--- src/rtl/ex_stage_if.sv ---
`default_nettype none
// ============================================================================
// Module   : ex_stage_if
// Brief    : ID/EX-side inputs and EX/MEM-side registered outputs of ex_stage
// Revision : 1.0
// ============================================================================
interface ex_stage_if;
    logic [1:0]  wb_ctl;
    logic [2:0]  m_ctl;
    logic        regdst;
    logic        alusrc;
    logic [1:0]  aluop;
    logic [31:0] npc;
    logic [31:0] rdata1;
    logic [31:0] rdata2;
    logic [31:0] s_extend;
    logic [4:0]  instr_2016;
    logic [4:0]  instr_1511;

    logic [1:0]  wb_ctl_out;
    logic        branch;
    logic        memread;
    logic        memwrite;
    logic        zero;
    logic [31:0] alu_result;
    logic [31:0] rdata2_out;
    logic [31:0] add_result;
    logic [4:0]  dest_reg;

    modport master (
        output wb_ctl, m_ctl, regdst, alusrc, aluop, npc, rdata1, rdata2,
               s_extend, instr_2016, instr_1511,
        input  wb_ctl_out, branch, memread, memwrite, zero, alu_result,
               rdata2_out, add_result, dest_reg
    );

    modport slave (
        input  wb_ctl, m_ctl, regdst, alusrc, aluop, npc, rdata1, rdata2,
               s_extend, instr_2016, instr_1511,
        output wb_ctl_out, branch, memread, memwrite, zero, alu_result,
               rdata2_out, add_result, dest_reg
    );
endinterface
`default_nettype wire

--- src/rtl/ex_stage.sv ---
`default_nettype none
// ============================================================================
// Module   : ex_stage
// Brief    : MIPS-subset execute stage (ALU, branch adder) with EX/MEM register.
//            Define BRANCH_WORD_SHIFT_EN for a word-offset branch target.
// Revision : 1.0
// ============================================================================
module ex_stage (
    input  logic       clk,
    input  logic       rst_n,
    ex_stage_if.slave  bus
);
    localparam logic [2:0] c_alu_and = 3'b000;
    localparam logic [2:0] c_alu_or  = 3'b001;
    localparam logic [2:0] c_alu_add = 3'b010;
    localparam logic [2:0] c_alu_inv = 3'b011;
    localparam logic [2:0] c_alu_sub = 3'b110;
    localparam logic [2:0] c_alu_slt = 3'b111;

    logic [2:0]  w_alu_sel;
    logic [31:0] w_op_b;
    logic [31:0] w_alu_result;
    logic [31:0] w_branch_offset;
    logic [31:0] w_add_result;
    logic [4:0]  w_dest_reg;

    logic [1:0]  r_wb_ctl;
    logic [2:0]  r_m_ctl;
    logic        r_zero;
    logic [31:0] r_alu_result;
    logic [31:0] r_rdata2;
    logic [31:0] r_add_result;
    logic [4:0]  r_dest_reg;

`ifdef BRANCH_WORD_SHIFT_EN
    assign w_branch_offset = {bus.s_extend[29:0], 2'b00};
`else
    assign w_branch_offset = bus.s_extend;
`endif
    assign w_add_result = bus.npc + w_branch_offset;

    always_comb begin
        w_alu_sel = c_alu_add;
        case (bus.aluop)
            2'b01: w_alu_sel = c_alu_sub;
            2'b10: begin
                case (bus.s_extend[5:0])
                    6'b100000: w_alu_sel = c_alu_add;
                    6'b100010: w_alu_sel = c_alu_sub;
                    6'b100100: w_alu_sel = c_alu_and;
                    6'b100101: w_alu_sel = c_alu_or;
                    6'b101010: w_alu_sel = c_alu_slt;
                    default:   w_alu_sel = c_alu_inv;
                endcase
            end
            default: w_alu_sel = c_alu_add;
        endcase
    end

    assign w_op_b = bus.alusrc ? bus.s_extend : bus.rdata2;

    always_comb begin
        w_alu_result = 32'd0;
        case (w_alu_sel)
            c_alu_and: w_alu_result = bus.rdata1 & w_op_b;
            c_alu_or:  w_alu_result = bus.rdata1 | w_op_b;
            c_alu_add: w_alu_result = bus.rdata1 + w_op_b;
            c_alu_sub: w_alu_result = bus.rdata1 - w_op_b;
            c_alu_slt: w_alu_result = {31'd0, $signed(bus.rdata1) < $signed(w_op_b)};
            default:   w_alu_result = 32'd0;
        endcase
    end

    assign w_dest_reg = bus.regdst ? bus.instr_1511 : bus.instr_2016;

    always_ff @(posedge clk or negedge rst_n) begin
        if (!rst_n) begin
            r_wb_ctl     <= 2'd0;
            r_m_ctl      <= 3'd0;
            r_zero       <= 1'b0;
            r_alu_result <= 32'd0;
            r_rdata2     <= 32'd0;
            r_add_result <= 32'd0;
            r_dest_reg   <= 5'd0;
        end else begin
            r_wb_ctl     <= bus.wb_ctl;
            r_m_ctl      <= bus.m_ctl;
            r_zero       <= (w_alu_result == 32'd0);
            r_alu_result <= w_alu_result;
            r_rdata2     <= bus.rdata2;
            r_add_result <= w_add_result;
            r_dest_reg   <= w_dest_reg;
        end
    end

    assign bus.wb_ctl_out = r_wb_ctl;
    assign bus.branch     = r_m_ctl[2];
    assign bus.memread    = r_m_ctl[1];
    assign bus.memwrite   = r_m_ctl[0];
    assign bus.zero       = r_zero;
    assign bus.alu_result = r_alu_result;
    assign bus.rdata2_out = r_rdata2;
    assign bus.add_result = r_add_result;
    assign bus.dest_reg   = r_dest_reg;
endmodule
`default_nettype wire

--- src/flat_wrapper.sv ---
// flat-port wrapper written by rule: the top's interface ports become plain ports
module ex_stage_flat 
  (clk, rst_n, bus_wb_ctl, bus_m_ctl, bus_regdst, bus_alusrc, bus_aluop, bus_npc, bus_rdata1, bus_rdata2, bus_s_extend, bus_instr_2016, bus_instr_1511, bus_wb_ctl_out, bus_branch, bus_memread, bus_memwrite, bus_zero, bus_alu_result, bus_rdata2_out, bus_add_result, bus_dest_reg);
  ex_stage_if bus_i ();
  input  logic clk;
  input  logic rst_n;
  input wire logic [$bits(bus_i.wb_ctl)-1:0] bus_wb_ctl;
  input wire logic [$bits(bus_i.m_ctl)-1:0] bus_m_ctl;
  input wire logic [$bits(bus_i.regdst)-1:0] bus_regdst;
  input wire logic [$bits(bus_i.alusrc)-1:0] bus_alusrc;
  input wire logic [$bits(bus_i.aluop)-1:0] bus_aluop;
  input wire logic [$bits(bus_i.npc)-1:0] bus_npc;
  input wire logic [$bits(bus_i.rdata1)-1:0] bus_rdata1;
  input wire logic [$bits(bus_i.rdata2)-1:0] bus_rdata2;
  input wire logic [$bits(bus_i.s_extend)-1:0] bus_s_extend;
  input wire logic [$bits(bus_i.instr_2016)-1:0] bus_instr_2016;
  input wire logic [$bits(bus_i.instr_1511)-1:0] bus_instr_1511;
  output wire logic [$bits(bus_i.wb_ctl_out)-1:0] bus_wb_ctl_out;
  output wire logic [$bits(bus_i.branch)-1:0] bus_branch;
  output wire logic [$bits(bus_i.memread)-1:0] bus_memread;
  output wire logic [$bits(bus_i.memwrite)-1:0] bus_memwrite;
  output wire logic [$bits(bus_i.zero)-1:0] bus_zero;
  output wire logic [$bits(bus_i.alu_result)-1:0] bus_alu_result;
  output wire logic [$bits(bus_i.rdata2_out)-1:0] bus_rdata2_out;
  output wire logic [$bits(bus_i.add_result)-1:0] bus_add_result;
  output wire logic [$bits(bus_i.dest_reg)-1:0] bus_dest_reg;
  assign bus_i.wb_ctl = bus_wb_ctl;
  assign bus_i.m_ctl = bus_m_ctl;
  assign bus_i.regdst = bus_regdst;
  assign bus_i.alusrc = bus_alusrc;
  assign bus_i.aluop = bus_aluop;
  assign bus_i.npc = bus_npc;
  assign bus_i.rdata1 = bus_rdata1;
  assign bus_i.rdata2 = bus_rdata2;
  assign bus_i.s_extend = bus_s_extend;
  assign bus_i.instr_2016 = bus_instr_2016;
  assign bus_i.instr_1511 = bus_instr_1511;
  assign bus_wb_ctl_out = bus_i.wb_ctl_out;
  assign bus_branch = bus_i.branch;
  assign bus_memread = bus_i.memread;
  assign bus_memwrite = bus_i.memwrite;
  assign bus_zero = bus_i.zero;
  assign bus_alu_result = bus_i.alu_result;
  assign bus_rdata2_out = bus_i.rdata2_out;
  assign bus_add_result = bus_i.add_result;
  assign bus_dest_reg = bus_i.dest_reg;
  ex_stage u_core (.clk(clk), .rst_n(rst_n), .bus(bus_i));
endmodule
--- config.mk ---
export PLATFORM = sky130hd
export DESIGN_NAME = ex_stage_flat
export DESIGN_NICKNAME = d
export VERILOG_FILES = /design/src/rtl/ex_stage_if.sv /design/src/rtl/ex_stage.sv /design/src/flat_wrapper.sv
export SDC_FILE = /design/constraint.sdc
export NUM_CORES = 1
export LEC_CHECK = 0
export CORE_MARGIN = 2
export CORE_UTILIZATION = 55
export DETAILED_ROUTE_END_ITERATION = 12
export PLACE_DENSITY = 0.95
export SLEW_MARGIN = 0
export SYNTH_ARGS = -nofsm -noshare
export SYNTH_HDL_FRONTEND = slang
export SYNTH_SLANG_ARGS = --single-unit
export TNS_END_PERCENT = 50
--- constraint.sdc ---
create_clock -name clk -period 1.41 [get_ports clk]
set_clock_uncertainty 0.15 [all_clocks]
set_input_delay 0.423 -clock clk [delete_from_list [all_inputs] [get_ports clk]]
set_output_delay 0.423 -clock clk [all_outputs]
set_load 0.005 [all_outputs]
==> results of run 1 <==
synth_stat cells, drive strengths merged, types with 14 or more instances:
cell	n	area, um^2
ha	136	1700
dfrtp	107	2680
nor2	105	402
a21oi	103	515
inv	102	383
o21ai	67	335
nand2	57	214
a21o	44	330
mux2i	37	370
nor3	29	150
clkbuf	28	106
buf	24	120
xnor2	24	210
a31oi	22	138
nor2b	22	145
a211oi	21	163
nand3	20	100
o21a	16	120
a221oi	14	123
nand2b	14	87.6
o21bai	14	105
xor2	14	123
per-stage QoR:
| step | cells | TNS, ps | worst slack [ps] | hold WS [ps] |
|---|---|---|---|---|
| after global placement | 2127 | -121160 | -2800 | 170 |
| after floorplan | 1223 | -75330 | -2370 | -22.6 |
| after detailed placement | 2127 | -138830 | -3170 | 188 |
logic make-up after synthesis:
logic type | after synthesis
XOR/XNOR | 38
AO/OA/AOI/OAI | 416
AND/OR/NAND/NOR | 326
flip-flops | 107
multiplexers | 42
buffers and inverters | 155
adder cells (fa/ha/maj) | 139
==> results.ini, run 1 <==
[synth]
yosysWarnings = 0
synth.avg_cell_area_um2 = 8.44
synthCells = 1223
ys_seq_elements = 107
synth_mux_area_share_pct = 4.13
synth-seq-area-share_pct = 25.9
synth-edff-count = 0
synth_top_family_by_area = compound AO/OA/AOI/OAI gates
synth_nets = 1511
yosys.cell_types.count = 92
synthFlopType = dfrtp_1
synth_xor_area_share_pct = 3.23
synth-compound-area-share_pct = 27.6
syn_area_um2 = 10300
ys_async_sr_fraction_pct = 100
synthAdderAreaFrac_pct = 17.1
yosys.area_share.simple_pct = 16.1

[clock_tree]
postCtsSetupBuffers = 99
cts_resized = 703
cts_sinks = 107
cts_hold_buffers = 1
htreeDepth = 3
cts_inserted_buffers = 9
clk_path_buf_depth = 2
root_buffer = clkbuf_16

[die]
die_h_um = 141
initial_utilization_pct = 55.5
num_rows = 50
io_pins = 256
die_w_um = 141

[place]
portBuffers = 255
placed_cell_area_um2 = 17000
place_hpwl_um = 48900
gp_congestion = 1.10

[status]
error_line = [ERROR DPL-0038] Utilization greater than 100%, impossible to legalize
outcome = stopped before the end
lastStage = clock tree synthesis

==> run 2: changes to the inputs <==
--- a/config.mk
+++ b/config.mk
@@ -6,9 +6,9 @@
 export NUM_CORES = 1
 export LEC_CHECK = 0
 export CORE_MARGIN = 2
-export CORE_UTILIZATION = 55
+export CORE_UTILIZATION = 40
 export DETAILED_ROUTE_END_ITERATION = 12
-export PLACE_DENSITY = 0.95
+export PLACE_DENSITY_LB_ADDON = 0.15
 export SLEW_MARGIN = 0
 export SYNTH_ARGS = -nofsm -noshare
 export SYNTH_HDL_FRONTEND = slang
==> run 2 against run 1 <==
Compared with the run above:
- the flow now finishes, with violations (negative setup slack)
- synthesized cell count unchanged
- synthesized area did not move
==> results.ini, run 2 <==
[synth]
ys_top_cells_by_count = ha_1 (136), dfrtp_1 (107), nor2_1 (104), a21oi_1 (103), inv_1 (101)  ; unchanged
synthCells = 1223  ; unchanged
synth_top_cell_by_area = dfrtp_1  ; unchanged
ys_seq_elements = 107  ; unchanged
yosysWarnings = 0  ; unchanged
ys_async_sr_fraction_pct = 100  ; unchanged
synth_area_leaders = dfrtp_1 (26%), ha_1 (16%), a21oi_1 (5.0%), nor2_1 (3.8%), inv_1 (3.7%)  ; unchanged
yosys.cell_types.count = 92  ; unchanged
synth_top_cell_area_share_pct = 25.9  ; unchanged
yosysMostFrequentCell = ha_1  ; unchanged
synth_nets = 1511  ; unchanged
synthFlopType = dfrtp_1  ; unchanged
synth-seq-area-share_pct = 25.9  ; unchanged
synth.avg_cell_area_um2 = 8.44  ; unchanged
synth-edff-count = 0  ; unchanged
syn_area_um2 = 10300  ; unchanged

[detailed_routing]
via_per_inst = 5.91
dr.pass1.iters = 6
route.detailed.drc = 0
num_vias = 14000
finalWirelength_um = 57700
ant_nets = 0
drtIter0Drc = 1277
wl_per_cell_um = 24.3

[cells_and_area]
fin_util_pct = 81.6
drive_above_1_share_pct = 51.5
final_common_cell = buf_4
nets = 2325
final_cell_area_um2 = 20600
area_growth_pct = 99.7
layout_common_cells = buf_4 (494), clkdlybuf4s50_1 (108), dfrtp_1 (107), buf_6 (92), nor2_1 (90)

[pwr]
total_power_mw = 16.9
max-vdd-ir-drop_mv = 0.756
power_density_nw_per_um2 = 820
leakage_nw = 9.66

[critical_path]
critical_path.endpoint = u_core.bus.zero
worstSetupPathType = in -> reg
crit_start = bus_alusrc
cp_max_fo = 5
endpoint_kind = flip-flop
crit_required_ps = 1520
arrival_ps = 3890
start_kind = input port

[clock_tree]
cts_tree = done
htreeDepth = 3  ; unchanged
root_buffer = clkbuf_16  ; unchanged
cts_inserted_buffers = 9  ; unchanged
cts_sinks = 107  ; unchanged
path_clk_slew_ps = 90
clk_path_buf_depth = 2  ; unchanged

[min_path]
hp-class = in -> reg

[timing]
tightest_slew_ps = 540
setup_violations = 165
finalCritPeriodShare_pct = 268
slew_headroom_pct = 63.1
slew_viol_final = 0
worst_slack_ps = -2370
hold_viol_final = 0
max_freq_mhz = 265
fin_crit_ps = 3780
rsz0062_at_grt = yes

[global_route]
grt_max_degree = 32
grt_pass1_vias = 13900
grt-ovfl-total = 0
antenna_found_initial = 2
grt_usage_pct = 38.5
grt_pass1_wl_um = 79400

[status]
violations = negative setup slack
outcome = finished with violations  ; was stopped before the end

[die]
core_um2 = 25300
num_rows = 58  ; was 50
die_h_um = 165  ; was 141 um
initial_utilization_pct = 40.9  ; was 55.5%
die_area_um2 = 27100
io_pins = 256  ; unchanged
die_w_um = 165  ; was 141 um

[place]
portBuffers = 255  ; unchanged
place_hpwl_um = 39100  ; was 48,900 um
placed_cell_area_um2 = 17500  ; was 17,000 um^2
gp_congestion = 1.01  ; was 1.10

[job]
maxCapViolations = 0

-- run 2: cell counts after synthesis --
Identical to the previous run, type by type.
-- run 2: cell type report --
| class | count | area, um^2 |
|---|---|---|
| multi-input cells | 961 | 9590 |
| repair buffers | 855 | 7210 |
| fillers | 1495 | 4650 |
| flip-flops and latches | 107 | 2680 |
| well taps | 330 | 413 |
| inverters | 103 | 398 |
| clock buffers | 9 | 225 |
| clock inverters | 7 | 83.8 |
| diodes | 2 | 5.00 |
-- run 2: how the worst min path moves through the flow --
stage	startpoint	endpoint	slack (ps)	cells after the start
after CTS	bus_npc[0]	u_core.bus.add_result[0]	170	2
final	bus_npc[0]	u_core.bus.add_result[0]	160	2
after global placement	rst_n	u_core.bus.alu_result[16]	200	1
after detailed placement	rst_n	u_core.bus.alu_result[10]	210	1
after global routing	bus_npc[0]	u_core.bus.add_result[0]	160	2
after floorplan	rst_n	u_core.bus.add_result[0]	-20	0
-- run 2: repair_timing --
item | 4_1_cts | 5_1_grt
hold buffers | 1 | 0
buffers inserted | 65 | 42
resized for setup | 617 | 253
pin swaps | 150 | 135
endpoints found under the hold margin | 15 | 0
cloned | 1 | 0
endpoints found under the setup margin | 171 | 170
-- run 2: metal layers --
metal / part of all wire (%) / track usage [%] / vias up / wire [um]
met2: 47 / 67.1 / 874 / 27400
li1: - / - / 6104 / -
met5: 0 / 0 / - / 0
met3: 8.1 / 7.89 / 329 / 4680
met4: 7.7 / 20.3 / 0 / 4420
met1: 37 / 44.5 / 6714 / 21200
-- run 2: power by group --
part	leakage (nW)	switching [mW]	total, mW	internal (mW)
logic	8.24	5.02	10.3	5.24
clock network	0.154	1.53	2.95	1.42
registers	1.27	0.175	3.69	3.52
total	9.66	6.72	16.9	10.2
-- run 2: stage by stage --
step / worst slack [ps] / hold slack [ps] / instances / setup TNS, ps
after detailed placement: -3070 / 206 / 2277 / -128820
after global placement: -3110 / 195 / 2277 / -127080
after floorplan: -2370 / -22.6 / 1223 / -75330
after CTS: -2320 / 165 / 2348 / -104800
after global routing: -2490 / 163 / 2373 / -103670
final: -2370 / 158 / 2374 / -98200
-- run 2: critical path, stage by stage --
cell and delay (ps):
buf_12 110, buf_12 130, buf_16 150, buf_6 130, mux2i_1 110, buf_4 180, buf_6 120, ha_4 160
buf_4 150, a21oi_4 200, buf_4 140, buf_4 100, nand4_1 220, o211ai_1 330, buf_4 170, a31oi_1 90
or4_1 400, o211ai_1 140, nor3_1 70, and4b_1 210, nand4_1 110, nor3_2 40
-- run 2: cell families (layout without fill, tap and decap cells) --
family                   Yosys count  after routing  share of synthesized area (%)
other                              0              2                              0
XOR/XNOR                          38             38                           3.23
buffers and inverters            155            974                           5.94
flip-flops                       107            107                           25.9
adder cells (fa/ha/maj)          139            139                           17.1
AO/OA/AOI/OAI                    416            416                           27.6
AND/OR/NAND/NOR                  326            326                           16.1
multiplexers                      42             42                           4.13
Power figures use the tool's default switching activity.
